===== config.mk =====
export PLATFORM = sky130hd
export DESIGN_NAME = control_sequencer
export DESIGN_NICKNAME = d
export VERILOG_FILES = /design/src/rtl/control_sequencer.sv
export SDC_FILE = /design/constraint.sdc
export NUM_CORES = 1
export LEC_CHECK = 0
export ABC_CLOCK_PERIOD_IN_PS = 2510
export CAP_MARGIN = 5
export CORE_ASPECT_RATIO = 0.9
export CORE_MARGIN = 2
export CORE_UTILIZATION = 29
export DETAILED_ROUTE_END_ITERATION = 8
export PLACE_DENSITY = 0.85
export RECOVER_POWER = 100
export SYNTH_ARGS = -nofsm -noshare
export SYNTH_HDL_FRONTEND = slang
export SYNTH_SLANG_ARGS = --single-unit

===== constraint.sdc =====
create_clock -name Clock -period 2.51 [get_ports Clock]
set_input_delay 0.3765 -clock Clock [delete_from_list [all_inputs] [get_ports Clock]]
set_output_delay 0.3765 -clock Clock [all_outputs]
set_load 0.02 [all_outputs]

===== src/rtl/control_sequencer.sv =====
// rtl/control_sequencer.sv - Moore control sequencer: fetch T0-T2, then R3/MD/R2 execute steps T3-T6.
// Optional illegal-opcode trap into HALT is compiled in with CTRL_ILLEGAL_TRAP_EN.
module control_sequencer #(
  parameter bit ILLEGAL_NOP = 1'b1
) (
  input  logic        Clock,
  input  logic        Clear,
  input  logic        Start,
  input  logic        Stop,
  input  logic [31:0] IR,
  output logic        PCout,
  output logic        PCin,
  output logic        IncPC,
  output logic        MARin,
  output logic        Read,
  output logic        MDRin,
  output logic        MDRout,
  output logic        IRin,
  output logic        Gra,
  output logic        Grb,
  output logic        Grc,
  output logic        Rin,
  output logic        Rout,
  output logic        Yin,
  output logic        Zin,
  output logic        Zlowout,
  output logic        ZHighout,
  output logic        HIin,
  output logic        LOin,
  output logic [4:0]  alu_op,
  output logic        Run,
  output logic        Done,
  output logic        Illegal
);

  typedef enum logic [3:0] {
    IDLE, T0, T1, T2, T3, T4, T5, T6, HALT
  } state_t;

`ifdef CTRL_ILLEGAL_TRAP_EN
  localparam bit TrapEn = 1'b1;
`else
  localparam bit TrapEn = 1'b0;
`endif

  state_t     state_q, state_d;
  logic [4:0] op;
  logic       is_r3, is_md, is_r2;
  logic       unused_ir;
  state_t     fin_next, illegal_next;

  assign op        = IR[31:27];
  assign unused_ir = ^IR[26:0];
  assign is_r3     = (op <= 5'd11);
  assign is_md     = (op == 5'd15) || (op == 5'd16);
  assign is_r2     = (op == 5'd17) || (op == 5'd18);
  assign fin_next  = Stop ? IDLE : T0;

  // Trap wins when compiled in; otherwise a NOP retires like a normal final step.
  assign illegal_next = TrapEn ? HALT : ((ILLEGAL_NOP && !Stop) ? T0 : IDLE);

  always_ff @(posedge Clock or posedge Clear) begin
    if (Clear) state_q <= IDLE;
    else       state_q <= state_d;
  end

  always_comb begin
    state_d  = state_q;
    PCout    = 1'b0; PCin    = 1'b0; IncPC    = 1'b0; MARin = 1'b0;
    Read     = 1'b0; MDRin   = 1'b0; MDRout   = 1'b0; IRin  = 1'b0;
    Gra      = 1'b0; Grb     = 1'b0; Grc      = 1'b0; Rin   = 1'b0;
    Rout     = 1'b0; Yin     = 1'b0; Zin      = 1'b0; Zlowout = 1'b0;
    ZHighout = 1'b0; HIin    = 1'b0; LOin     = 1'b0;
    alu_op   = 5'd0; Run     = 1'b0; Done     = 1'b0; Illegal = 1'b0;
    case (state_q)
      IDLE: if (Start && !Stop) state_d = T0;
      T0: begin
        Run = 1'b1; PCout = 1'b1; MARin = 1'b1; IncPC = 1'b1; Zin = 1'b1;
        state_d = T1;
      end
      T1: begin
        Run = 1'b1; Zlowout = 1'b1; PCin = 1'b1; Read = 1'b1; MDRin = 1'b1;
        state_d = T2;
      end
      T2: begin
        Run = 1'b1; MDRout = 1'b1; IRin = 1'b1;
        state_d = T3;
      end
      T3: begin
        Run = 1'b1;
        if (is_r3 || is_md) begin
          Grb = 1'b1; Rout = 1'b1; Yin = 1'b1;
          state_d = T4;
        end else if (is_r2) begin
          Grb = 1'b1; Rout = 1'b1; Zin = 1'b1; alu_op = op;
          state_d = T4;
        end else begin
          Done = 1'b1; Illegal = 1'b1;
          state_d = illegal_next;
        end
      end
      T4: begin
        Run = 1'b1;
        if (is_r3 || is_md) begin
          Grc = 1'b1; Rout = 1'b1; Zin = 1'b1; alu_op = op;
          state_d = T5;
        end else if (is_r2) begin
          Zlowout = 1'b1; Gra = 1'b1; Rin = 1'b1; Done = 1'b1;
          state_d = fin_next;
        end else begin
          state_d = IDLE;
        end
      end
      T5: begin
        Run = 1'b1;
        if (is_r3) begin
          Zlowout = 1'b1; Gra = 1'b1; Rin = 1'b1; Done = 1'b1;
          state_d = fin_next;
        end else if (is_md) begin
          Zlowout = 1'b1; LOin = 1'b1;
          state_d = T6;
        end else begin
          state_d = IDLE;
        end
      end
      T6: begin
        Run = 1'b1; ZHighout = 1'b1; HIin = 1'b1; Done = 1'b1;
        state_d = fin_next;
      end
      HALT: Illegal = 1'b1;
      default: state_d = IDLE;
    endcase
  end

endmodule

After elaboration in Yosys (flattened, before gate mapping)
Index checks and enable logic that the tools add are counted.
{ "word_totals": {"register_bits": 4, "output_inout_bits": 27, "elab_cells": 62, "input_bits": 36} }
{ "op_classes": {"order_cmp": 1, "eq_ne": 13, "n_mux": 38, "reduce_logical": 8, "bitwise": 1} }
{ "ops": {"columns": ["op", "n"], "rows": [
  ["$pmux W4 S9", 1],
  ["$mux W1", 21],
  ["$eq A4 B3 Y1 const B", 4],
  ["$eq A5 B5 Y1 const B", 3],
  ["$mux W3", 5],
  ["$mux W5", 3],
  ["$pmux W5 S2", 1],
  ["$eq A4 B2 Y1 const B", 2],
  ["$reduce_or A7 Y1", 1],
  ["$pmux W1 S2", 3],
  ["$pmux W1 S3", 2],
  ["$eq A5 B4 Y1 const B", 1],
  ["$le A5 B4 Y1 const B", 1],
  ["$eq A4 B1 Y1 const B", 1],
  ["$eq A4 B4 Y1 const B", 1],
  ["$logic_not A4 Y1", 1],
  ["$mux W4", 1],
  ["$pmux W1 S4", 1],
  ["$logic_or A1 B1 Y1", 3],
  ["$ne A2 B2 Y1 const B", 1],
  ["$reduce_and A2 Y1", 1],
  ["$logic_and A1 B1 Y1", 1],
  ["$logic_not A1 Y1", 1],
  ["$not A1 Y1", 1]
]} }

Longest topological paths before layout
{ "depth": {"word_depth": 5, "ltp_mapped": 5, "ltp_nobuf": 4} }

Worst setup path after synthesis
OpenSTA, ideal clock, no wires.
{ "synth_timing": {"path_type": "input port to output port", "from": "in IR[30]", "to": "out Rin", "setup_slack_ps": 70, "required_ps": 2134, "t_arrival_ps": 2063, "path_stages": 4, "path_buffers": 1, "cell_sequence": "or3b_4 or3_2 a21boi_0 buf_4"} }
{ "synth_between": {"elab_chain_cells": 5, "word_cells_on_any_way": 12, "classes_between": "order compare (1); eq/ne (4); mux (4); reduce/logical (3)"} }
{ "synth_rtl": {"columns": ["item", "line_no", "text"], "rows": [
  ["start, declared", "10", "input logic [31:0] IR,"],
  ["branches (longest 4 deep; another with $le A5 B4 Y1)", null, null],
  ["$pmux W1 S2 (*)", null, null],
  ["end, declared", "22", "output logic Rin,"]
]} }
Every way passes the cells marked *.

Final worst setup path
{ "layout_timing": {"from": "in IR[31]", "to": "out alu_op[1]"} }
{ "layout_between": {"elab_chain_cells": 5, "word_cells_on_any_way": 12, "classes_between": "order compare (1); eq/ne (4); mux (4); reduce/logical (3)"} }
{ "layout_rtl": {"columns": ["item", "line_no", "text"], "rows": [
  ["branches (longest 4 deep; another with $le A5 B4 Y1)", null, null],
  ["$pmux W5 S2 (*)", "75", "case (state_q)"],
  ["end, declared", "30", "output logic [4:0] alu_op,"]
]} }
Marks and branches as above.

==> flow_summary_export.csv <==
group,metric,value,unit
synth,syn-num-nets,118,
global_route,grt_pass1_vias,792,
worst_setup_path,worstPathArrival,2080,ps
clocking,cts_hold_buf,0,
clocking,cts_inserted_buffers,3,
worst_setup_path,cpLargestDelayFamily,"simple AND/OR/NAND/NOR gates",
synth,yosysSeqAreaShare,13.7,%
final_layout,largest_reg_flops,3,
synth,synth_top_area_cell,"dfrtp_1",
synth,yosysMostFrequentCell,"nor2_1",
synth,ys.flop_type,"dfrtp_1",
clocking,htree_levels,1,
global_route,grt_first_pass_wirelength,3390,µm
drt,wl_per_cell,13.4,µm
synth,synth_edf_count,0,
drt,drt_wl_total,2060,µm
global_route,grtUsageTotal,19.5,%
worst_setup_path,path_class,"in2out",
floorplan,die_h,45.2,µm
floorplan,ioPinCount,63,
power_and_ir_drop,total_leakage_power,0.497,nW
global_route,antenna_found_initial,0,
synth,ys_top_cells_by_count,"nor2_1 (9), a21oi_1 (8), buf_4 (8)",
worst_setup_path,path_max_fanout,3,
power_and_ir_drop,irDropWorstVdd,0.527,mV
synth,syn-cell-area,547,µm²
synth,synth_cell_type_count,34,
power_and_ir_drop,clkPwrFrac,9.5,%
synth,synthTopCellsByArea,"dfrtp_1 (14%), buf_4 (11%), a21oi_1 (7.3%)",
sta,fin_crit_sh,97.8,%
drt,ant_nets,0,
final_layout,fin_nets,167,
worst_setup_path,reg2regPathDepth,4,
sta,setup_slack,54.4,ps
drt,dr.pass1.iters,4,
worst_setup_path,cp_slowest_cell,"clkdlybuf4s50_1",
drt,initialDrtViolationCount,30,
worst_setup_path,critPathBufInv,2,
synth,async_flop_share,100,%
place,pre_cts_slack,-463,ps
place,place_congestion,0.823,
power_and_ir_drop,totalPowerFinal,0.890,mW
sta,hold_violations,0,
synth,synth_cells,82,
sta,finClkSkew,5.44,ps
sta,tightest_slew,288,ps
final_layout,layout-drive-gt1-share,33.8,%
floorplan,coreArea,1720,µm²
worst_setup_path,slowest_delay,480,ps
worst_setup_path,required,2130,ps
synth,yosysTopAreaCellShare,13.7,%
clocking,cts.path.max_buffers,2,
power_and_ir_drop,p_seq_share,9.8,%
floorplan,dieArea,2250,µm²
synth,synth_warnings,0,
power_and_ir_drop,powerDensity,875,nW/µm²
worst_setup_path,end_kind,"output pin",
status,outcome,"finished, final reports clean",
sta,fmax,407,MHz
drt,viasPerCell,5.07,
worst_setup_path,cp-start-kind,"input port",
clocking,cts.sinks,3,
clocking,cts_tree,"built",
sta,relSlewSlack,80.7,%
floorplan,num_rows,14,
place,hpwl,1540,µm
place,portBuffers,35,
worst_setup_path,cp_num_cells,6,
sta,hold_slack,444,ps
power_and_ir_drop,switching_power,0.443,mW
sta,drv_slew,0,
drt,vias,781,
global_route,grt_overflow,0,
floorplan,initial_core_util,31.9,%
power_and_ir_drop,p_comb_share,80.6,%
final_layout,largestRegisters,"state_q x3",
global_route,grt_max_degree,15,
clocking,clkTransAtPathRegs,40,ps
sta,fin_crit,2460,ps
drt,drc,0,
sta,setup_tns,0,ps
synth,synth-seq-cells,3,
synth,postSynthAreaPerCell,6.67,µm²
final_layout,regMostFlops,"state_q",
final_layout,syn_to_final_growth,86.0,%
worst_setup_path,crit_chain,"clkdlybuf4s50_1 -> or3b_4 -> or3_4 -> a21oi_2 -> and2_1 -> buf_2",
min_path,min_path_type,"in2async",
clocking,clk_latency,240,ps
sta,setup-violations-final,0,
final_layout,insertedDiodeCount,0,
job,cap_violations,0,
power_and_ir_drop,power.internal,0.447,mW
clocking,clockRootBuffer,"clkbuf_4",
floorplan,die_w,49.8,µm
power_and_ir_drop,switching_share,49.8,%
sta,grt_setup_unrepaired,"false",
## logic make-up (layout without fill, tap and decap cells)
| kind of cell | Yosys count | after routing | share of synthesized area (%) |
|---|---|---|---|
| AND/OR/NAND/NOR | 35 | 35 | 34.6 |
| AO/OA/AOI/OAI | 28 | 28 | 33.2 |
| buffers and inverters | 14 | 62 | 15.1 |
| flip-flops | 3 | 3 | 13.7 |
| XOR/XNOR | 1 | 1 | 1.60 |
| multiplexers | 1 | 1 | 1.83 |
## layer usage
layer	track usage [%]	vias to the layer above	wire, µm
li1	-	385	-
met1	22.3	340	836
met2	35.7	54	1020
met3	3.64	2	190
met4	8.89	0	12
met5	0	-	0
## timing repair
action | CTS | global route
setup buffers | 0 | 0
pin swaps | 0 | 1
setup endpoints to repair | 15 | 16
resized for setup | 47 | 13
## power groups by stage
stage | Sequential, mW | Combinational [mW] | Clock, mW
after floorplan | 0.0900 | 0.460 | 0
after global placement | 0.0876 | 0.720 | 0
after detailed placement | 0.0887 | 0.739 | 0
after CTS | 0.0879 | 0.720 | 0.0859
after global routing | 0.0916 | 0.778 | 0.0910
final | 0.0877 | 0.718 | 0.0850
## worst reg2reg max path, cell delays in order (launching register included)
cell      delay [ps]
dfrtp_1          360
buf_4            170
or2b_1           270
nand2b_1         260
o211ai_1         210
## per-stage QoR
step           std cells  instance area (µm²)  util [%]
6_report             154                 1020      59.3
5_1_grt              154                 1020      59.3
4_1_cts              154                 1010      59.1
3_5_place_dp         150                 1000      58.4
3_3_place_gp         150                 1000      58.4
2_1_floorplan         82                  547         -
## cell type report
type	count	area, µm²
tap	24	30.0
timing repair buffer	54	455
inverter	4	15.0
multi-input combinational	65	415
clock buffer	4	26.3
sequential	3	75.1
fill	175	699
## path summary, 6_finish.rpt
| check | end | slack [ps] | start |
|---|---|---|---|
| worst max-delay path | alu_op[1] | 50 | IR[31] |
| worst min-delay path | state_q[2]$_DFFE_PP0P_ | 440 | Clear |
| worst max register to register | state_q[2]$_DFFE_PP0P_ | 1150 | state_q[1]$_DFFE_PP0P_ |
| worst min register to register | state_q[1]$_DFFE_PP0P_ | 650 | state_q[2]$_DFFE_PP0P_ |
| max in group asynchronous | state_q[1]$_DFFE_PP0P_ | 1940 | Clear |
| min in group Clock | state_q[1]$_DFFE_PP0P_ | 650 | state_q[2]$_DFFE_PP0P_ |
## cells in the final DEF (no fill, tap or decap), types with 3 or more instances in the layout
| cell | n |
|---|---|
| a21oi_1 | 6 |
| a21oi_2 | 3 |
| and2_1 | 3 |
| and3_1 | 4 |
| buf_4 | 21 |
| clkbuf_2 | 6 |
| clkbuf_4 | 3 |
| clkdlybuf4s50_1 | 18 |
| dfrtp_1 | 3 |
| inv_1 | 4 |
| nand2_1 | 7 |
| nor2_1 | 9 |
| o211ai_1 | 3 |
| o21ai_0 | 4 |
Power figures use the tool's default switching activity.
